File: src/rtl/wb_trace_checker_timeout.sv
// Idle-cycle counter for the trace checker.
// expired is high once TIMEOUT-1 idle cycles have been counted.
module wb_timeout_counter #(
  parameter int TIMEOUT = 1024
) (
  input  logic clk,
  input  logic rst,
  input  logic clear,
  input  logic inc,
  output logic expired
);

  localparam int CW = (TIMEOUT > 1) ? $clog2(TIMEOUT) : 1;
  localparam logic [CW-1:0] LAST = CW'(TIMEOUT - 1);

  logic [CW-1:0] cnt_q;
  logic [CW-1:0] cnt_d;

  assign expired = (cnt_q == LAST);

  // next count: clear wins, saturate at LAST
  always_comb begin
    cnt_d = cnt_q;
    if (clear) begin
      cnt_d = '0;
    end else if (inc && !expired) begin
      cnt_d = cnt_q + CW'(1);
    end
  end

  // count register
  always_ff @(posedge clk) begin
    if (rst) begin
      cnt_q <= '0;
    end else begin
      cnt_q <= cnt_d;
    end
  end

endmodule

File: config.mk
export PLATFORM = sky130hd
export DESIGN_NAME = wb_timeout_counter
export DESIGN_NICKNAME = d
export VERILOG_FILES = /design/src/rtl/wb_trace_checker_timeout.sv
export SDC_FILE = /design/constraint.sdc
export NUM_CORES = 1
export LEC_CHECK = 0
export CAP_MARGIN = 0
export CORE_UTILIZATION = 37
export CTS_CLUSTER_DIAMETER = 120
export DETAILED_ROUTE_END_ITERATION = 7
export GPL_ROUTABILITY_DRIVEN = 0
export SLEW_MARGIN = 20
export SYNTH_ARGS = -nofsm -noshare
export SYNTH_HDL_FRONTEND = slang
export SYNTH_SLANG_ARGS = --single-unit
File: constraint.sdc
create_clock -name clk -period 2 [get_ports clk]
set_clock_uncertainty 0.05 [all_clocks]
set_input_delay 0.6 -clock clk [delete_from_list [all_inputs] [get_ports clk]]
set_output_delay 0.6 -clock clk [all_outputs]
set_load 0.01 [all_outputs]
==> Word-level counts from Yosys, hierarchy flattened <==
Index checks and enable logic that the tools add are counted.
{ "word_totals": {"regBits": 10, "latch_bits": 0, "mem_bits_rw": 0, "rom_bits": 0, "output_inout_bits": 1, "wordCells": 6, "mem_count": 0} }
{ "classes": {"add_sub_neg": 1, "n_mul": 0, "div_mod_pow": 0, "magnitude_cmp": 0, "eq_ne": 1, "shift": 0, "mux": 0, "bitwise_logic": 0, "reduce_logical": 3} }
{ "ops": {"columns": ["op", "count"], "rows": [
  ["$add A10 B1 Y10 const B", 1],
  ["$eq A10 B10 Y1 const B", 1],
  ["$reduce_or A2 Y1", 1],
  ["$logic_and A1 B1 Y1", 1],
  ["$logic_not A1 Y1", 1]
]} }

==> Logic depth before layout (Yosys ltp) <==
{ "logic_depth": {"word_depth": 3, "ltp_mapped": 5, "depth_no_buf": 5} }

==> Worst setup path after synthesis <==
OpenSTA, ideal clock, no wires.
{ "synth_path": {"path_type": "register to output", "start": "reg cnt_q[0]", "end": "out expired", "t_arrival_ns": 1.136, "required_ns": 1.350, "slack_ns": 0.214, "stages_incl_launch_ff": 5, "n_path_buf": 0, "path_cell_list": "dfxtp_1 ha_1 nand2_1 or3_4 inv_1"} }
{ "synth_between": {"elab_chain_cells": 1} }
{ "synth_rtl": {"columns": ["element", "line_no", "rtl"], "rows": [
  ["from (decl)", "16", "logic [CW-1:0] cnt_q;"],
  ["from (signal assigned)", "36", "cnt_q <= cnt_d;"],
  ["$eq A10 B10 Y1", "19", "assign expired = (cnt_q == LAST);"],
  ["to (decl)", "10", "output logic expired"]
]} }
No other way between the ends.

==> Worst setup path in the final report <==
{ "layout_path": {"start": "reg cnt_q[1]", "end": "out expired"} }
Same word-level chain as after synthesis.

==> flow_metrics.py <==
metrics = {
    "pwr": {
        "powerDensity_nw_per_um2": 486.8,
        "power_uw": 367.9,
        "leakagePower_nw": 0.2830,
        "peakVddDrop_mv": 0.3238,
    },
    "timing": {
        "tightest_slew_ns": 0.3578,
        "rsz0062_at_grt": "true",
        "holdWs_ns": 0.5380,
        "max_freq_mhz": 506.0,
        "maxSlewHeadroom": 0.7614,
        "tns_ns": 0,
        "setup_viol": 0,
        "fin_crit_ns": 1.976,
        "slew_viol_final": 0,
        "hold_violations": 0,
        "fin_crit_sh": 0.9881,
    },
    "global_routing": {
        "track_usage": 0.1920,
        "grt_pass1_vias": 445,
        "grt_max_degree": 10,
        "grt_first_pass_wirelength_um": 1925,
        "antenna_found_initial": 0,
        "overflow": 0,
    },
    "yosys": {
        "ys.flop_type": "dfxtp_1",
        "yosysSeqAreaShare": 0.3687,
        "synth_common_cells": "10 x dfxtp_1, 5 x a21oi_1, 5 x nor2_1, 4 x nand3_1",
        "ys_ff_latch": 10,
        "synth_top_area_share": 0.3687,
        "synth_cell_type_count": 30,
        "yosys.area.top_type": "dfxtp_1",
        "synth_fp_nets": 64,
        "syn_avg_cell_area_um2": 9.204,
        "synth_most_common_cell": "dfxtp_1",
        "synth.cell_area_um2": 543.0,
        "ys_top_cells_by_area": "dfxtp_1 37%, xor2_1 4.8%, a21oi_1 4.6%",
        "async_flop_share": 0,
        "synthCells": 59,
        "synth_edf_count": 0,
        "ys_warn_count": 0,
    },
    "route": {
        "drc_errors": 0,
        "vias": 509,
        "wl_um": 1203,
        "drt_iter0_drc": 10,
        "viasPerCell": 5.302,
        "wire_per_inst_um": 12.53,
        "postRouteAntennaNets": 0,
        "drtPass1Iterations": 4,
    },
    "worst_setup_path": {
        "crit_path_end_kind": "primary output",
        "worst_setup_path_start_kind": "flop",
        "slowest_delay_ns": 0.37,
        "crit_path_cell_trace": "ha_4 -> nand2_2 -> or3_4 -> inv_2 -> buf_6",
        "crit_type": "flop to primary output",
        "cpLargestDelayFamily": "simple AND/OR/NAND/NOR gates",
        "critPathMaxFanout": 2,
        "cp_num_cells": 5,
        "r2r_cells": 7,
        "crit_slowest_cell": "or3_4",
        "path_buf_inv": 2,
        "arrival_ns": 1.33,
        "required_ns": 1.35,
    },
    "clock_tree": {
        "cts_buffers": 3,
        "clock_latency_ns": 0.27,
        "htree_levels": 1,
        "cts_tree": "built",
        "cts_root_buf": "clkbuf_4",
        "hold_buffers": 0,
        "path_clk_slew_ns": 0.07,
        "clockBufferDepth": 2,
        "postCtsSetupBuffers": 0,
        "cts_sinks": 10,
    },
    "floorplan": {
        "rows": 13,
        "dieArea_um2": 1625,
        "ios": 5,
        "start_util": 0.4071,
        "die_y_um": 40.31,
        "die_w_um": 40.31,
        "coreArea_um2": 1334,
    },
    "run": {
        "cap_violations": 0,
    },
    "layout": {
        "fin_nets": 88,
        "fillers": 133,
        "layout-drive-gt1-share": 0.3951,
        "fin_cells": 96,
        "largest-register": "cnt_q",
        "largest_register_ffs": 10,
        "largestRegisters": "cnt_q x10",
        "syn_to_final_growth_pct": 39.17,
        "antennaDiodeCount": 0,
    },
    "hold_path": {
        "min_path_type": "flop to flop",
        "min_path_cells": 2,
    },
    "placed_design": {
        "portBuffers": 4,
        "placed_cells": 93,
    },
    "outcome": {
        "outcome": "complete, no violations",
    },
}
==> cell type report <==
class | count | area [um2] | share of cell area
well taps | 15 | 18.77 | 0.02483
inverters | 2 | 7.507 | 0.009934
flip-flops and latches | 10 | 202.7 | 0.2682
repair buffers | 21 | 168.9 | 0.2235
clock buffers | 3 | 22.52 | 0.02980
multi-input cells | 45 | 335.3 | 0.4437
==> worst reg2reg max path: stages (launching register included) <==
cell and delay (ns):
dfxtp_2 0.35, ha_4 0.14, nand2_2 0.05, buf_4 0.14, o31ai_4 0.28, buf_4 0.18, xor2_1 0.15, nor2_1 0.05
==> report_power, final <==
| part | total, mW | switching, mW | internal (mW) |
|---|---|---|---|
| Sequential | 0.202 | 0.00146 | 0.201 |
| Clock | 0.140 | 0.0699 | 0.0696 |
| Combinational | 0.0262 | 0.0123 | 0.0139 |
==> cells by family after synthesis <==
kind of cell / share of synthesized area
AOI/OAI and AO/OA: 0.1659
xor gates and xnor gates: 0.04840
adders and majority gates: 0.02304
buffers and inverters: 0.04147
DFF: 0.3687
muxes: 0.01843
and+or+nand+nor: 0.3341
==> cells in the final DEF, fill, tap and decap left out, drive strengths merged, types with 2 or more instances in the layout <==
| cell type | instances |
|---|---|
| o31ai | 2 |
| inv | 2 |
| o21ai | 2 |
| nor3 | 3 |
| nand2 | 3 |
| nand4 | 3 |
| nand3 | 5 |
| nor2 | 5 |
| and2 | 2 |
| a21oi | 5 |
| buf | 18 |
| xor2 | 3 |
| clkbuf | 3 |
| or3 | 2 |
| clkdlybuf4s50 | 3 |
| dfxtp | 10 |
==> through the flow <==
stage	instance area (um2)	setup slack, ns	utilization
floorplan	543.0	0.2140	-
global placement	714.4	-0.1384	0.5356
detailed placement	714.4	-0.1509	0.5356
CTS	749.5	0.001274	0.5619
global route	755.7	-0.03427	0.5666
finish	755.7	0.02386	0.5666
==> path summary, 6_finish.rpt <==
check,slack (ns),start,endpoint
max,0.02,cnt_q[1],expired
min,0.54,cnt_q[7],cnt_q[7]
max reg2reg,0.49,cnt_q[1],cnt_q[0]
min reg2reg,0.54,cnt_q[7],cnt_q[7]
==> layer usage <==
layer,share of wire,global-route usage,vias to the layer above
li1,-,-,264
met1,0.50,0.2584,232
met2,0.44,0.2661,8
met3,0.027,0.05000,5
met4,0.032,0.1250,0
met5,0,0,-
==> what timing repair did <==
item                                   in CTS  in global routing
endpoints found under the hold margin       0                  0
resized for setup                          10                  1
pin swaps                                   1                  0
setup endpoints to repair                   1                  1
Note: power is estimated with default switching activity, not from simulation.
